File: config.mk
export PLATFORM = sky130hd
export DESIGN_NAME = jt51_wrq
export DESIGN_NICKNAME = d
export VERILOG_FILES = /design/src/rtl/jt51_wrq_pkg.sv /design/src/rtl/jt51_wrq_fifo.sv /design/src/rtl/jt51_wrq.sv
export SDC_FILE = /design/constraint.sdc
export NUM_CORES = 1
export LEC_CHECK = 0
export ABC_AREA = 1
export BUFFER_PORTS_ARGS = -buffer_cell sky130_fd_sc_hd__clkbuf_2
export CORE_UTILIZATION = 50
export CTS_BUF_LIST = sky130_fd_sc_hd__clkbuf_4 sky130_fd_sc_hd__clkbuf_8 sky130_fd_sc_hd__clkbuf_16
export DETAILED_ROUTE_END_ITERATION = 12
export GPL_ROUTABILITY_DRIVEN = 0
export GPL_TIMING_DRIVEN = 0
export HOLD_SLACK_MARGIN = 0.12
export PLACE_DENSITY = 0.69
export SLEW_MARGIN = 20
export SYNTH_ARGS = -nofsm -noshare
export SYNTH_HDL_FRONTEND = slang
export SYNTH_SLANG_ARGS = --single-unit
File: constraint.sdc
create_clock -name clk -period 3.2 [get_ports clk]
set_input_delay 0.48 -clock clk [delete_from_list [all_inputs] [get_ports clk]]
set_output_delay 0.48 -clock clk [all_outputs]
set_load 0.01 [all_outputs]
File: src/rtl/jt51_wrq_pkg.sv
// Shared types and constants for the JT51 register-write scheduler.
package jt51_wrq_pkg;

  typedef enum logic [2:0] {
    ST_IDLE    = 3'd0,
    ST_WR_ADDR = 3'd1,
    ST_WR_DATA = 3'd2,
    ST_HOLD    = 3'd3,
    ST_WAIT    = 3'd4
  } wrq_state_e;

  typedef struct packed {
    logic [7:0] addr;
    logic [7:0] data;
  } wrq_pair_t;

  localparam logic       BUS_CS_N_OFF = 1'b1;
  localparam logic       BUS_WR_N_OFF = 1'b1;
  localparam logic       BUS_A0_OFF   = 1'b0;
  localparam logic [7:0] BUS_DIN_OFF  = 8'h00;

endpackage

File: src/rtl/jt51_wrq_fifo.sv
// Synchronous DEPTH x 16 FIFO of {addr, data} pairs with flush.
module jt51_wrq_fifo
  import jt51_wrq_pkg::*;
#(
  parameter int DEPTH = 16
) (
  input  logic                     clk,
  input  logic                     rst,
  input  logic                     push,
  input  logic                     pop,
  input  logic                     flush,
  input  wrq_pair_t                wdata,
  output wrq_pair_t                rdata,
  output logic [$clog2(DEPTH):0]   level,
  output logic                     full,
  output logic                     empty
);

  localparam int AW = $clog2(DEPTH);

  wrq_pair_t     r_mem [DEPTH];
  logic [AW-1:0] r_wp;
  logic [AW-1:0] r_rp;
  logic [AW:0]   r_level;
  logic          w_push;
  logic          w_pop;

  // A push is refused while full even if a pop happens in the same cycle.
  assign w_push = push && !full;
  assign w_pop  = pop && !empty;

  assign full  = (r_level == (AW+1)'(DEPTH));
  assign empty = (r_level == '0);
  assign level = r_level;
  assign rdata = r_mem[r_rp];

  always_ff @(posedge clk) begin
    if (rst || flush) begin
      r_wp    <= '0;
      r_rp    <= '0;
      r_level <= '0;
    end else begin
      if (w_push) r_wp <= r_wp + AW'(1);
      if (w_pop)  r_rp <= r_rp + AW'(1);
      case ({w_push, w_pop})
        2'b10:   r_level <= r_level + (AW+1)'(1);
        2'b01:   r_level <= r_level - (AW+1)'(1);
        default: r_level <= r_level;
      endcase
    end
  end

  always_ff @(posedge clk) begin
    if (w_push && !flush && !rst) r_mem[r_wp] <= wdata;
  end

endmodule

File: src/rtl/jt51_wrq.sv
// Queues host register writes and replays them to the JT51 CPU port,
// waiting for the core busy flag between pairs.
module jt51_wrq
  import jt51_wrq_pkg::*;
#(
  parameter int DEPTH     = 16,
  parameter int BUSY_HOLD = 4,
  parameter int TIMEOUT   = 1023
) (
  input  logic                    clk,
  input  logic                    rst,
  input  logic                    cen_p1,
  input  logic                    req_valid,
  output logic                    req_ready,
  input  logic [7:0]              req_addr,
  input  logic [7:0]              req_data,
  input  logic                    flush,
  output logic [$clog2(DEPTH):0]  level,
  output logic                    idle,
  output logic                    timeout_err,
  input  logic                    clr_err,
  output logic                    jt_cs_n,
  output logic                    jt_wr_n,
  output logic                    jt_a0,
  output logic [7:0]              jt_din,
  input  logic [7:0]              jt_dout
);

  localparam int HW = $clog2(BUSY_HOLD + 1);
  localparam int TW = $clog2(TIMEOUT + 1);

  wrq_state_e    r_state;
  wrq_pair_t     r_pair;
  logic [HW-1:0] r_hold;
  logic [TW-1:0] r_to;
  logic          r_err;
  logic          r_cs_n;
  logic          r_wr_n;
  logic          r_a0;
  logic [7:0]    r_din;

  wrq_pair_t     w_head;
  logic          w_full;
  logic          w_empty;
  logic          w_push;
  logic          w_pop;
  logic          w_busy;
  logic          w_unused;

  assign req_ready = !w_full && !flush;
  assign w_push    = req_valid && req_ready;
  assign w_pop     = (r_state == ST_IDLE) && !w_empty;
  assign w_busy    = jt_dout[7];
  assign w_unused  = ^jt_dout[6:0];

  jt51_wrq_fifo #(.DEPTH(DEPTH)) u_fifo (
    .clk   (clk),
    .rst   (rst),
    .push  (w_push),
    .pop   (w_pop),
    .flush (flush),
    .wdata ('{addr: req_addr, data: req_data}),
    .rdata (w_head),
    .level (level),
    .full  (w_full),
    .empty (w_empty)
  );

  assign idle        = w_empty && (r_state == ST_IDLE);
  assign timeout_err = r_err;
  assign jt_cs_n     = r_cs_n;
  assign jt_wr_n     = r_wr_n;
  assign jt_a0       = r_a0;
  assign jt_din      = r_din;

  always_ff @(posedge clk) begin
    if (rst) begin
      r_state <= ST_IDLE;
      r_pair  <= '0;
      r_hold  <= '0;
      r_to    <= '0;
      r_err   <= 1'b0;
      r_cs_n  <= BUS_CS_N_OFF;
      r_wr_n  <= BUS_WR_N_OFF;
      r_a0    <= BUS_A0_OFF;
      r_din   <= BUS_DIN_OFF;
    end else begin
      if (clr_err) r_err <= 1'b0;
      case (r_state)
        ST_IDLE: begin
          if (!w_empty) begin
            r_pair  <= w_head;
            r_state <= ST_WR_ADDR;
          end
        end
        // The first WR_ADDR cycle only raises the strobes, so every visible
        // phase spans at least one clk before a cen_p1 tick can end it.
        ST_WR_ADDR: begin
          if (r_cs_n) begin
            r_cs_n <= 1'b0;
            r_wr_n <= 1'b0;
            r_a0   <= 1'b0;
            r_din  <= r_pair.addr;
          end else if (cen_p1) begin
            r_a0    <= 1'b1;
            r_din   <= r_pair.data;
            r_state <= ST_WR_DATA;
          end
        end
        ST_WR_DATA: begin
          if (cen_p1) begin
            r_cs_n  <= BUS_CS_N_OFF;
            r_wr_n  <= BUS_WR_N_OFF;
            r_a0    <= BUS_A0_OFF;
            r_din   <= BUS_DIN_OFF;
            r_hold  <= HW'(BUSY_HOLD);
            r_state <= ST_HOLD;
          end
        end
        ST_HOLD: begin
          if (cen_p1) begin
            r_hold <= r_hold - HW'(1);
            if (r_hold <= HW'(1)) begin
              r_to    <= '0;
              r_state <= ST_WAIT;
            end
          end
        end
        ST_WAIT: begin
          if (!w_busy) begin
            r_state <= ST_IDLE;
          end else if (cen_p1) begin
            if (r_to == TW'(TIMEOUT - 1)) begin
              r_err   <= 1'b1;
              r_to    <= '0;
              r_state <= ST_IDLE;
            end else begin
              r_to <= r_to + TW'(1);
            end
          end
        end
        default: r_state <= ST_IDLE;
      endcase
    end
  end

endmodule

==> metrics.md, run 1 <==
| Metric | Value |
|---|---|
| Relative slew slack | `0.383` |
| Min Tclk post-route | `2.63 ns` |
| Crit Reg-Reg Endpoint | `u_fifo.r_mem[4][0]` |
| # hold bufs at CTS | `0` |
| Req. time, crit path | `around 3.4 ns` |
| Die ar. | `27500 sq um` |
| Row cnt | `around 60` |
| Max H-tree Level | `2` |
| Root Buffer Master | `clkbuf_16` |
| Grt ovf | `0` |
| Power Dens Cells | `between 700 and 800 nW/um^2` |
| Wire length per cell | `~18 um` |
| Switching Fraction | `0.278` |
| Die H | `166 um` |
| DR vias/cell | `around 5.4` |
| IO buf count | `39` |
| Top cells by area, synth | `edfxtp_1 (57%), nand2_1 (9.2%), dfxtp_1 (8.5%)` |
| CTS Buffer Depth | `3` |
| Remaining DRCs | `6` |
| Status | `finished with violations` |
| Chip Width | `166 um` |
| Avg Cell Area, Syn | `9.92 sq um` |
| Top cell type's share of synthesized area | `0.573` |
| Number of synthesized flops with an enable pin | `256` |
| Syn Std Cell Area | `~13000 sq um` |
| Synth cell types | `31` |
| Fmax | `between 300 and 400 MHz` |
| N_diodes | `0` |
| Logic gate share of total power | `0.168` |
| Final clock skew | `approximately 0.019 ns` |
| Failing checks | `design-rule violations` |
| GR Util met1 | `0.334` |
| M2 GR Usage | `0.391` |
| Post-synth top area cell | `edfxtp_1` |
| Largest net degree at the start of global routing | `17` |
| Sequential share of the synthesized area | `0.658` |
| Global-route wire length before repair | `~51 mm` |
| Setup Crit Path Kind | `flop to flop` |
| Nets | `~1500` |
| IO Pins | `49` |
| Main synth FF type | `edfxtp_1` |
| Net switching power | `between 3 and 4 mW` |
| TritonCTS clock tree | `yes` |
| Drt first pass iters | `10` |
| Fillers | `2152` |
| Yosys warning count | `0` |
| R2R Setup Slk | `0.57 ns` |
| Initial Utilization | `0.512` |
| Final Setup Violations | `0` |
| Area grow syn2layout | `15.2%` |
| Cells on Worst Hold Path | `4` |
| Crit path from | `u_fifo.level[0]` |
| Reg2reg path depth | `6` |
| Leakage | `6.05 nW` |
| CP Launch Type | `flop` |
| Share of post-route cells with drive strength above 1 | `0.122` |
| M3 GR Usage | `0.0386` |
| Post-cts resize count | `0` |
| CP arrival | `between 2 and 3 ns` |
| Vias in the first global route | `9226` |
| Routed Antenna Nets | `0` |
| Synth async-reset ratio | `0` |
| Total negative slack | `0 ns` |
| Synth cell count leaders | `nand2_1 (327), edfxtp_1 (256), nor2_1 (214)` |
| # Max-Cap Violations | `0` |
| Final Hold Viols | `0` |
| Drt total wl | `~33 mm` |
| WHS | `between 0.2 and 0.25 ns` |
| Dpl hpwl | `around 22 mm` |
| GRT busiest layer | `met2` |
| CP Capture Type | `flop` |
| Critical Path Fanout Max | `16` |
| Num CTS Buffers | `35` |
| Initial antenna violation count | `0` |
| Most common cell in the netlist | `nand2_1` |
| Fin crit share | `0.821` |
| Setup bufs post-CTS | `0` |
| Worst-margin pin slew | `between 0.9 and 1 ns` |
| # clock sinks | `313` |
| Clock Power Share | `0.402` |
| Slew Limit Fails | `0` |
| R2r startpoint | `u_fifo.level[0]` |
| Internal power | `just under 8 mW` |
| Core area | `~26000 sq um` |
| Syn_nets | `1394` |
| Hold crit path type | `primary input to flop` |
| Flip-flop and latch count after synthesis | `313` |
| Worst skew pair latency | `approximately 0.54 ns` |
| RSZ-0062 raised after global routing | `false` |
| Vias | `slightly below 10000` |
| Worst hold start | `clr_err` |
| Sequential share of power | `0.430` |
| GR Util All Layers | `0.245` |
| Hold Path End | `timeout_err` |
| Drt initial violations | `1148` |
| Mapped Cells | `about 1400` |
| Clk slew on worst S/H paths | `~0.060 ns` |
| IR drop worst, VDD | `0.706 mV` |
==> power by group through the flow <==
stage               Combinational (mW)  Sequential, mW  Clock, mW
floorplan                         1.20            4.77          0
global placement                  1.75            4.75          0
detailed placement                1.79            4.76          0
CTS                               1.82            4.68       4.43
global route                      2.05            4.70       4.57
finish                            1.83            4.68       4.38
==> metal layers <==
layer,share of wire,vias to the layer above
met5,0,-
met2,0.45,482
met1,0.42,4529
li1,-,4678
met3,0.092,68
met4,0.037,0
==> flip-flops by register name, indices dropped and copies added, names as in the netlist <==
| register | count |
|---|---|
| timeout_err | 1 |
| r_to | 10 |
| jt_cs_n | 1 |
| u_fifo.r_rp | 4 |
| r_pair | 16 |
| jt_wr_n | 1 |
| jt_a0 | 1 |
| jt_din | 8 |
| r_hold | 3 |
| u_fifo.r_wp | 4 |
| r_state | 3 |
| u_fifo.level | 5 |
| u_fifo.r_mem | 256 |
==> cell families (layout without fill, tap and decap cells) <==
group / Yosys count / after routing / share of synthesized area
AOI/OAI and AO/OA: 131 / 131 / 0.0523
DFF: 313 / 313 / 0.658
xor gates and xnor gates: 6 / 6 / 0.00392
and+or+nand+nor: 715 / 715 / 0.220
buffers and inverters: 175 / 287 / 0.0540
adders and majority gates: 12 / 12 / 0.0112
==> cells in the final DEF, fill, tap and decap left out, types with 2 or more instances in the layout <==
cell       count
clkbuf_1      19
o21bai_2       4
clkinv_1       7
inv_2          6
clkinv_4       2
a21oi_1       33
inv_1        102
nand3_2        3
nand4_1        9
clkbuf_4       4
nand2_2        4
o21ai_1        9
nand2_1      327
bufinv_16      8
o21ai_0       81
xor2_1         6
inv_16         2
nor2_2        16
nand3_1      154
clkbuf_2      39
ha_1          12
clkinv_2       5
buf_8          3
edfxtp_1     256
dfxtp_1       57
buf_6          9
nor2_1       198
clkbuf_16     35
buf_1         11
buf_2         31
==> critical path: stages, from the launching register on <==
cell	delay [ns]
dfxtp_1	0.44
nor2_1	0.10
nand3_1	0.12
nand3_1	0.27
nor2_1	0.28
nand2_1	0.27
nor2_2	0.75
==> through the flow <==
stage / util / area, sq um / total power, mW / std cells / setup slack (ns)
final: 0.589 / 15400 / 10.9 / 1799 / 0.573
after global routing: 0.589 / 15400 / 11.3 / 1799 / 0.384
after CTS: 0.589 / 15400 / 10.9 / 1799 / 0.587
after detailed placement: 0.541 / 14200 / 6.55 / 1735 / 0.600
after global placement: 0.535 / 14000 / 6.51 / 1726 / 0.167
after floorplan: - / 13400 / 5.97 / 1352 / 0.983
==> layout make-up <==
cell class	count	area, sq um	share of cell area
Timing Repair Buffer	48	308	0.0199
Tap cell	335	419	0.0271
Clock inverter	25	362	0.0234
Buffer	65	309	0.0200
Multi-Input combinational cell	864	3900	0.252
Inverter	110	415	0.0269
Sequential cell	313	8830	0.572
Clock buffer	39	906	0.0587
==> worst max path at each step <==
stage                          endpoint  slack (ns)  depth (start not counted)
finish               u_fifo.r_mem[4][0]        0.57                          6
global route            u_fifo.level[4]        0.38                         17
CTS                     u_fifo.level[4]        0.59                         16
detailed placement  u_fifo.r_mem[11][4]        0.60                          6
global placement    u_fifo.r_mem[15][0]        0.17                          6
floorplan            u_fifo.r_mem[0][0]        0.98                          6
Power figures use the tool's default switching activity.
==> inputs of run 2 (changes only) <==
--- a/config.mk
+++ b/config.mk
@@ -5,7 +5,7 @@
 export SDC_FILE = /design/constraint.sdc
 export NUM_CORES = 1
 export LEC_CHECK = 0
-export ABC_AREA = 1
+export ABC_AREA = 0
 export BUFFER_PORTS_ARGS = -buffer_cell sky130_fd_sc_hd__clkbuf_2
 export CORE_UTILIZATION = 50
 export CTS_BUF_LIST = sky130_fd_sc_hd__clkbuf_4 sky130_fd_sc_hd__clkbuf_8 sky130_fd_sc_hd__clkbuf_16
@@ -13,7 +13,7 @@
 export GPL_ROUTABILITY_DRIVEN = 0
 export GPL_TIMING_DRIVEN = 0
 export HOLD_SLACK_MARGIN = 0.12
-export PLACE_DENSITY = 0.69
+export PLACE_DENSITY = 0.71
 export SLEW_MARGIN = 20
 export SYNTH_ARGS = -nofsm -noshare
 export SYNTH_HDL_FRONTEND = slang
==> constraint.sdc (replaced) <==
create_clock -name clk -period 2.2 [get_ports clk]
set_input_delay 0.33 -clock clk [delete_from_list [all_inputs] [get_ports clk]]
set_output_delay 0.33 -clock clk [all_outputs]
set_load 0.01 [all_outputs]
==> metrics.md, run 2 <==
| Metric | Value |
|---|---|
| Placed Area | `13500 sq um (was 14200 sq um)` |
| Max H-tree Level | `1 (was 2)` |
| CP Capture Type | `flop (unchanged)` |
| Min Tclk post-route | `2.52 ns (was 2.63 ns)` |
| Final instance area | `15300 sq um (was 15400 sq um)` |
| Max stage delay on crit path | `0.54 ns (was 0.75 ns)` |
| Fmax | `396 MHz (was 381 MHz)` |
| # clock sinks | `313 (unchanged)` |
| Vias | `7484 (was 9757)` |
| Synth cell types | `65 (was 31)` |
| CP arrival | `2.98 ns (was 2.78 ns)` |
| Syn_nets | `852 (was 1394)` |
| Grt ovf | `0 (unchanged)` |
| Vias in the first global route | `7435 (was 9226)` |
| Row cnt | `57 (was 59)` |
| Share of post-route cells with drive strength above 1 | `0.280 (was 0.122)` |
| Switching Fraction | `0.226 (was 0.278)` |
| Total negative slack | `-26.12 ns (was 0 ns)` |
| Fin crit share | `1.15 (was 0.821)` |
| TritonCTS clock tree | `yes (unchanged)` |
| Core area | `24600 sq um (was 26200 sq um)` |
| IO buf count | `41 (was 39)` |
| Hold crit path type | `primary input to flop (unchanged)` |
| Internal power | `10.7 mW (was 7.87 mW)` |
| Global-route wire length before repair | `42.9 mm (was 51.0 mm)` |
| Setup Crit Path Kind | `flop to flop (unchanged)` |
| Area grow syn2layout | `20.3% (was 15.2%)` |
| Die ar. | `26100 sq um (was 27500 sq um)` |
| Die H | `161 um (was 166 um)` |
| Main synth FF type | `edfxtp_1 (unchanged)` |
| Req. time, crit path | `2.65 ns (was 3.35 ns)` |
| Sequential share of the synthesized area | `0.694 (was 0.658)` |
| Worst slack, placed | `-0.905 ns (was 0.600 ns)` |
| Drt initial violations | `627 (was 1148)` |
| DR vias/cell | `5.91 (was 5.42)` |
| Most frequent cells in the layout | `edfxtp_1 (256), mux2i_1 (76), dfxtp_1 (53), clkbuf_2 (45) (was nand2_1 (327), edfxtp_1 (256), nor2_1 (198), nand3_1 (154), inv_1 (102))` |
| Most common cell after layout, fill and taps aside | `edfxtp_1 (was nand2_1)` |
| Synth cell count leaders | `edfxtp_1 (256), mux2i_1 (76), dfxtp_1 (57) (was nand2_1 (327), edfxtp_1 (256), nor2_1 (214))` |
| RSZ-0062 raised after global routing | `true (was false)` |
| Final Setup Violations | `260 (was 0)` |
| Slew Limit Fails | `0 (unchanged)` |
| IR drop worst, VDD | `0.703 mV (was 0.706 mV)` |
| Chip Width | `161 um (was 166 um)` |
| Net switching power | `3.13 mW (was 3.03 mW)` |
| Max reg flops | `256 (unchanged)` |
| Leakage | `4.90 nW (was 6.05 nW)` |
| WHS | `0.177 ns (was 0.205 ns)` |
| CP Launch Type | `flop (unchanged)` |
| Yosys warning count | `0 (unchanged)` |
| Initial antenna violation count | `0 (unchanged)` |
| Power Dens Cells | `906 nW/um^2 (was 705 nW/um^2)` |
| Dpl hpwl | `17.3 mm (was 22.3 mm)` |
| IO Pins | `49 (unchanged)` |
| Final clock skew | `0.0104 ns (was 0.0186 ns)` |
| Logic gate share of total power | `0.101 (was 0.168)` |
| Fillers | `1745 (was 2152)` |
| Slowest CP cell | `or4_4 (was nor2_2)` |
| Final Hold Viols | `0 (unchanged)` |
| Routed Antenna Nets | `0 (unchanged)` |
| N_diodes | `0 (unchanged)` |
| Avg Cell Area, Syn | `15.7 sq um (was 9.92 sq um)` |
| Number of synthesized flops with an enable pin | `256 (unchanged)` |
| Flip-flop and latch count after synthesis | `313 (unchanged)` |
| CTS Buffer Depth | `3 (unchanged)` |
| Status | `finished with violations (unchanged)` |
| Remaining DRCs | `0 (was 6)` |
| Sequential share of power | `0.482 (was 0.430)` |
| Mapped Cells | `810 (was 1352)` |
| Failing checks | `negative setup slack (was design-rule violations)` |
| Most common cell in the netlist | `edfxtp_1 (was nand2_1)` |
| Worst skew pair latency | `0.56 ns (was 0.54 ns)` |
| Initial Utilization | `0.517 (was 0.512)` |
| CP Cell Sequence | `or4_4 > o21a_4 > ha_4 > xor2_1 > ha_2 > or3b_4 > a21oi_2 > o21ai_2 > mux2i_1 (was nor2_1 > nand3_1 > nand3_1 > nor2_1 > nand2_1 > nor2_2)` |
| Post-route setup slack | `-0.324 ns (was 0.573 ns)` |
| Largest Register | `u_fifo.r_mem (unchanged)` |
| Drt total wl | `28.3 mm (was 33.2 mm)` |
| Drt first pass iters | `5 (was 10)` |
| Clk slew on worst S/H paths | `0.07 ns (was 0.06 ns)` |
| Nets | `961 (was 1479)` |
| Num CTS Buffers | `31 (was 35)` |
| Largest net degree at the start of global routing | `17 (unchanged)` |
| GR Util All Layers | `0.221 (was 0.245)` |
| Root Buffer Master | `clkbuf_16 (unchanged)` |
| Top cells by area, synth | `edfxtp_1 (60%), dfxtp_1 (9.0%), mux2i_1 (6.0%) (was edfxtp_1 (57%), nand2_1 (9.2%), dfxtp_1 (8.5%))` |
| Overall Power | `13.9 mW (was 10.9 mW)` |
| # Max-Cap Violations | `0 (unchanged)` |
| Wire length per cell | `22.3 um (was 18.5 um)` |
| Worst-margin pin slew | `0.767 ns (was 0.924 ns)` |
| Top cell type's share of synthesized area | `0.605 (was 0.573)` |
| Relative slew slack | `0.489 (was 0.383)` |
| Reg2reg path depth | `9 (was 6)` |
| Synth async-reset ratio | `0 (unchanged)` |
| Clock Power Share | `0.418 (was 0.402)` |
| Critical Path Fanout Max | `5 (was 16)` |
| Post-synth top area cell | `edfxtp_1 (unchanged)` |
| Biggest regs | `u_fifo.r_mem x256, r_pair x16, r_to x10 (unchanged)` |
| Syn Std Cell Area | `12700 sq um (was 13400 sq um)` |
| Cells on Worst Hold Path | `3 (was 4)` |
-- run 2: cell count changes after synthesis, sizes merged, moves of 11 or more --
| cell | previous run | this run |
|---|---|---|
| a211oi | 0 | 19 |
| a31oi | 0 | 20 |
| mux4 | 0 | 32 |
| nor2 | 215 | 32 |
| o21ai | 92 | 35 |
| nand3 | 157 | 7 |
| mux2i | 0 | 76 |
| or4 | 0 | 11 |
| buf | 46 | 33 |
| inv | 109 | 14 |
| nand2 | 331 | 32 |
| o22ai | 0 | 32 |
-- run 2: final timing paths --
kind	start	endpoint	slack, ns
max	u_fifo.level[2]	u_fifo.level[4]	-0.32
min	flush	u_fifo.level[4]	0.18
max reg2reg	u_fifo.level[2]	u_fifo.level[4]	-0.32
min reg2reg	r_hold[1]	r_hold[1]	0.49
-- run 2: power by group through the flow --
stage	clock network, mW	registers [mW]	logic, mW
after global placement	0	6.80	1.24
after global routing	6.09	6.69	1.51
after detailed placement	0	6.80	1.26
after CTS	5.83	6.67	1.35
after floorplan	0	6.77	0.898
final	5.79	6.68	1.39
-- run 2: metrics by stage --
step / util / cells
after global routing: 0.622 / 1267
final: 0.622 / 1267
after CTS: 0.617 / 1257
after detailed placement: 0.547 / 1175
after global placement: 0.547 / 1175
after floorplan: - / 810
-- run 2: kinds of logic after synthesis --
kind of cell,synth area share
simple gates,0.0597
fa+ha+maj,0.0118
xor+xnor,0.00679
buf+inv,0.0282
mux,0.117
flops,0.694
compound gates,0.0825
-- run 2: final cells by class --
type | count | area (sq um) | area share
inverter | 14 | 52.6 | 0.00344
multi-input combinational | 431 | 3820 | 0.250
clock inverter | 23 | 338 | 0.0221
timing repair buffer | 84 | 779 | 0.0510
tap | 324 | 405 | 0.0265
sequential | 313 | 8840 | 0.578
buffer | 44 | 262 | 0.0171
clock buffer | 34 | 798 | 0.0522
-- run 2: timing repair --
| action | 4_1_cts | 5_1_grt |
|---|---|---|
| setup buffers | 31 | 12 |
| gates cloned | 0 | 0 |
| setup endpoints to repair | 270 | 268 |
| hold buffers | 1 | 0 |
| gates resized for setup | 37 | 17 |
| endpoints found under the hold margin | 1 | 0 |
| pin swaps | 27 | 11 |
-- run 2: per-layer routing --
| layer | global-route usage | vias to the layer above | routed length [um] |
|---|---|---|---|
| met1 | 0.298 | 3745 | 12100 |
| met5 | 0 | - | 0 |
| met2 | 0.363 | 243 | 13600 |
| met3 | 0.0372 | 57 | 1610 |
| li1 | - | 3439 | - |
| met4 | 0.0785 | 0 | 907 |
-- run 2: worst max-delay path: cells and delay by family, from the launching register on --
family / cells / cell delay (ns)
AOI/OAI and AO/OA: 3 / 0.47
xor gates and xnor gates: 1 / 0.14
adders and majority gates: 2 / 0.37
DFF: 1 / 0.36
muxes: 1 / 0.12
and+or+nand+nor: 2 / 0.94
==> inputs of run 3 (changes only) <==
--- a/config.mk
+++ b/config.mk
@@ -17,4 +17,5 @@
 export SLEW_MARGIN = 20
 export SYNTH_ARGS = -nofsm -noshare
 export SYNTH_HDL_FRONTEND = slang
+export SYNTH_HIERARCHICAL = 1
 export SYNTH_SLANG_ARGS = --single-unit
==> metrics.md, run 3 <==
| Metric | Value |
|---|---|
| Nets | `948 (was 961)` |
| Grt ovf | `0 (unchanged)` |
| Die H | `161 um (about the same)` |
| Largest Register | `u_fifo/r_mem (was u_fifo.r_mem)` |
| Wire length per cell | `23.0 um (was 22.3 um)` |
| CP Launch Type | `flop (unchanged)` |
| Biggest regs | `u_fifo/r_mem x256, r_pair x16, r_to x10 (was u_fifo.r_mem x256, r_pair x16, r_to x10)` |
| Fmax | `361 MHz (was 396 MHz)` |
| Drt initial violations | `992 (was 627)` |
| TritonCTS clock tree | `yes (unchanged)` |
| Flip-flop and latch count after synthesis | `317 (was 313)` |
| Power Dens Cells | `824 nW/um^2 (was 906 nW/um^2)` |
| Top cells by area, synth | `edfxtp_1 (61%), mux4_2 (11%), dfxtp_1 (9.6%) (was edfxtp_1 (60%), dfxtp_1 (9.0%), mux2i_1 (6.0%))` |
| Clock Power Share | `0.461 (was 0.418)` |
| Dpl hpwl | `16.2 mm (was 17.3 mm)` |
| Post-synth top area cell | `edfxtp_1 (unchanged)` |
| Final clock skew | `0.0211 ns (was 0.0104 ns)` |
| Synth async-reset ratio | `0 (unchanged)` |
| Num CTS Buffers | `34 (was 31)` |
| Critical Path Fanout Max | `4 (was 5)` |
| Syn_nets | `824 (was 852)` |
| Top cell type's share of synthesized area | `0.605 (about the same)` |
| Row cnt | `57 (unchanged)` |
| Internal power | `10.0 mW (was 10.7 mW)` |
| Hold crit path type | `primary input to flop (unchanged)` |
| Main synth FF type | `edfxtp_1 (unchanged)` |
| Hold Path End | `u_fifo/r_mem[7][3] (was u_fifo.level[4])` |
| Status | `finished with violations (unchanged)` |
| Worst slack, placed | `-0.847 ns (was -0.905 ns)` |
| Synth cell count leaders | `edfxtp_1 (256), mux4_2 (64), nand2_1 (63) (was edfxtp_1 (256), mux2i_1 (76), dfxtp_1 (57))` |
| Share of post-route cells with drive strength above 1 | `0.298 (was 0.280)` |
| Synth cell types | `52 (was 65)` |
| CP Cell Sequence | `or4_4 > buf_6 > buf_6 > o21ai_4 > inv_2 > ha_4 > ha_4 > a21o_1 > a21oi_2 > or4_1 > nand3_1 (was or4_4 > o21a_4 > ha_4 > xor2_1 > ha_2 > or3b_4 > a21oi_2 > o21ai_2 > mux2i_1)` |
| R2r startpoint | `u_fifo/level[0] (was u_fifo.level[2])` |
| Failing checks | `negative setup slack (unchanged)` |
| N_diodes | `0 (unchanged)` |
| IO Pins | `49 (unchanged)` |
| Die ar. | `26000 sq um (was 26100 sq um)` |
| Largest net degree at the start of global routing | `17 (unchanged)` |
| Area grow syn2layout | `20.8% (was 20.3%)` |
| WP buf/inv | `3 (was 0)` |
| Cells on Worst Hold Path | `1 (was 3)` |
| Overall Power | `12.6 mW (was 13.9 mW)` |
| Initial Utilization | `0.516 (was 0.517)` |
| IR drop worst, VDD | `0.704 mV (was 0.703 mV)` |
| Yosys warning count | `6 (was 0)` |
| Most common cell after layout, fill and taps aside | `edfxtp_1 (unchanged)` |
| Core area | `24600 sq um (unchanged)` |
| Relative slew slack | `0.492 (was 0.489)` |
| Total negative slack | `-50.49 ns (was -26.12 ns)` |
| Sequential share of the synthesized area | `0.701 (was 0.694)` |
| Avg Cell Area, Syn | `16.3 sq um (was 15.7 sq um)` |
| Mapped Cells | `780 (was 810)` |
| Req. time, crit path | `2.66 ns (was 2.65 ns)` |
| Syn Std Cell Area | `12700 sq um (about the same)` |
| Register area | `8930 sq um (was 8840 sq um)` |
| Max stage delay on crit path | `0.56 ns (was 0.54 ns)` |
| Final Hold Viols | `0 (unchanged)` |
| GR Util All Layers | `0.219 (was 0.221)` |
| Remaining DRCs | `0 (unchanged)` |
| CTS Buffer Depth | `3 (unchanged)` |
| Cell family with most CP delay | `simple AND/OR/NAND/NOR gates (unchanged)` |
| Slew Limit Fails | `0 (unchanged)` |
| Root Buffer Master | `clkbuf_16 (unchanged)` |
| Vias in the first global route | `7437 (was 7435)` |
| CP arrival | `3.23 ns (was 2.98 ns)` |
| Setup Crit Path Kind | `flop to flop (unchanged)` |
| Most frequent cells in the layout | `edfxtp_1 (256), mux4_2 (64), nand2_1 (63), dfxtp_1 (55), clkbuf_2 (44) (was edfxtp_1 (256), mux2i_1 (76), dfxtp_1 (53), clkbuf_2 (45))` |
| Worst skew pair latency | `0.52 ns (was 0.56 ns)` |
| Number of cells on the critical path | `11 (was 9)` |
| Leakage | `5.08 nW (was 4.90 nW)` |
| IO buf count | `41 (unchanged)` |
| Max H-tree Level | `2 (was 1)` |
| Vias | `7581 (was 7484)` |
| Min Tclk post-route | `2.77 ns (was 2.52 ns)` |
| Switching Fraction | `0.205 (was 0.226)` |
| R2R Setup Slk | `-0.57 ns (was -0.32 ns)` |
| Final Setup Violations | `264 (was 260)` |
| Fillers | `1760 (was 1745)` |
| CP Capture Type | `flop (unchanged)` |
| Fin cells | `1254 (was 1267)` |
| Worst-margin pin slew | `0.760 ns (was 0.767 ns)` |
| Worst hold start | `req_data[3] (was flush)` |
| Max reg flops | `256 (unchanged)` |
| Slowest CP cell | `or4_4 (unchanged)` |
| Most common cell in the netlist | `edfxtp_1 (unchanged)` |
| Initial antenna violation count | `0 (unchanged)` |
| Crit Reg-Reg Endpoint | `u_fifo/level[3] (was u_fifo.level[4])` |
| Routed Antenna Nets | `0 (unchanged)` |
| Sequential share of power | `0.515 (was 0.482)` |
| Area of the multi-input gates | `3810 sq um (was 3820 sq um)` |
| Net switching power | `2.59 mW (was 3.13 mW)` |
| Drt first pass iters | `5 (unchanged)` |
| Chip Width | `161 um (about the same)` |
| Global-route wire length before repair | `42.6 mm (was 42.9 mm)` |
| Inst Count DP | `1145 (was 1175)` |
| Number of synthesized flops with an enable pin | `256 (unchanged)` |
| DR vias/cell | `6.05 (was 5.91)` |
| Drt total wl | `28.9 mm (was 28.3 mm)` |
| # Max-Cap Violations | `0 (unchanged)` |
| Clk slew on worst S/H paths | `0.06 ns (was 0.07 ns)` |
| # clock sinks | `317 (was 313)` |
| Post-route setup slack | `-0.568 ns (was -0.324 ns)` |
| Fin crit share | `1.26 (was 1.15)` |
| RSZ-0062 raised after global routing | `true (unchanged)` |
| Logic gate share of total power | `0.025 (was 0.101)` |
| Reg2reg path depth | `11 (was 9)` |
[run 3: kinds of logic (layout without fill, tap and decap cells)]
family,Yosys count,count (layout),share of synthesized area
AO/OA/AOI/OAI,115,115,0.0616
XOR/XNOR,7,7,0.00483
adder cells (fa/ha/maj),14,14,0.0144
buffers and inverters,72,213,0.0226
flip-flops,317,317,0.701
multiplexers,76,76,0.123
AND/OR/NAND/NOR,179,188,0.0724
[run 3: worst max path at each step]
stage,start,end,slack (ns)
final,u_fifo/level[0],u_fifo/level[3],-0.57
after global placement,u_fifo/level[1],u_fifo/level[3],-0.80
after floorplan,u_fifo/level[1],u_fifo/level[3],-0.59
after CTS,u_fifo/level[3],u_fifo/level[3],-0.52
after detailed placement,u_fifo/level[1],u_fifo/level[3],-0.85
after global routing,u_fifo/level[0],u_fifo/level[3],-0.64
[run 3: timing repair]
item,4_1_cts,5_1_grt
endpoints found under the setup margin,283,273
endpoints found under the hold margin,1,0
gates resized for setup,32,25
gates cloned,1,9
pin swaps,20,19
setup buffers,28,17
hold buffers,2,0
[run 3: stage by stage]
| stage | hold slack [ns] | instance area, sq um | utilization |
|---|---|---|---|
| after floorplan | 0.429 | 12900 | - |
| after global placement | 0.444 | 13500 | 0.549 |
| after detailed placement | 0.448 | 13500 | 0.549 |
| after CTS | 0.212 | 15100 | 0.613 |
| after global routing | 0.242 | 15300 | 0.623 |
| final | 0.237 | 15300 | 0.623 |
[run 3: per-layer routing]
metal,track usage,routed length (um),vias up
met5,0,0,-
met4,0.0720,602,0
met3,0.0303,1710,47
met2,0.366,14800,300
met1,0.298,11800,3873
li1,-,-,3361
[run 3: power by group through the flow]
stage          clock network (mW)  logic [mW]  registers [mW]
5_1_grt                      6.17       0.340            6.50
2_1_floorplan                   0       0.135            6.63
6_report                     5.82       0.310            6.50
4_1_cts                      5.89       0.300            6.50
3_5_place_dp                    0       0.271            6.63
3_3_place_gp                    0       0.263            6.63
[run 3: layout make-up]
cell class | instances | share of cell area
Sequential cell | 317 | 0.582
Clock buffer | 39 | 0.0583
Tap cell | 324 | 0.0264
Inverter | 26 | 0.00702
Multi-Input combinational cell | 400 | 0.248
Timing Repair Buffer | 84 | 0.0470
Buffer | 41 | 0.0129
Clock inverter | 23 | 0.0179
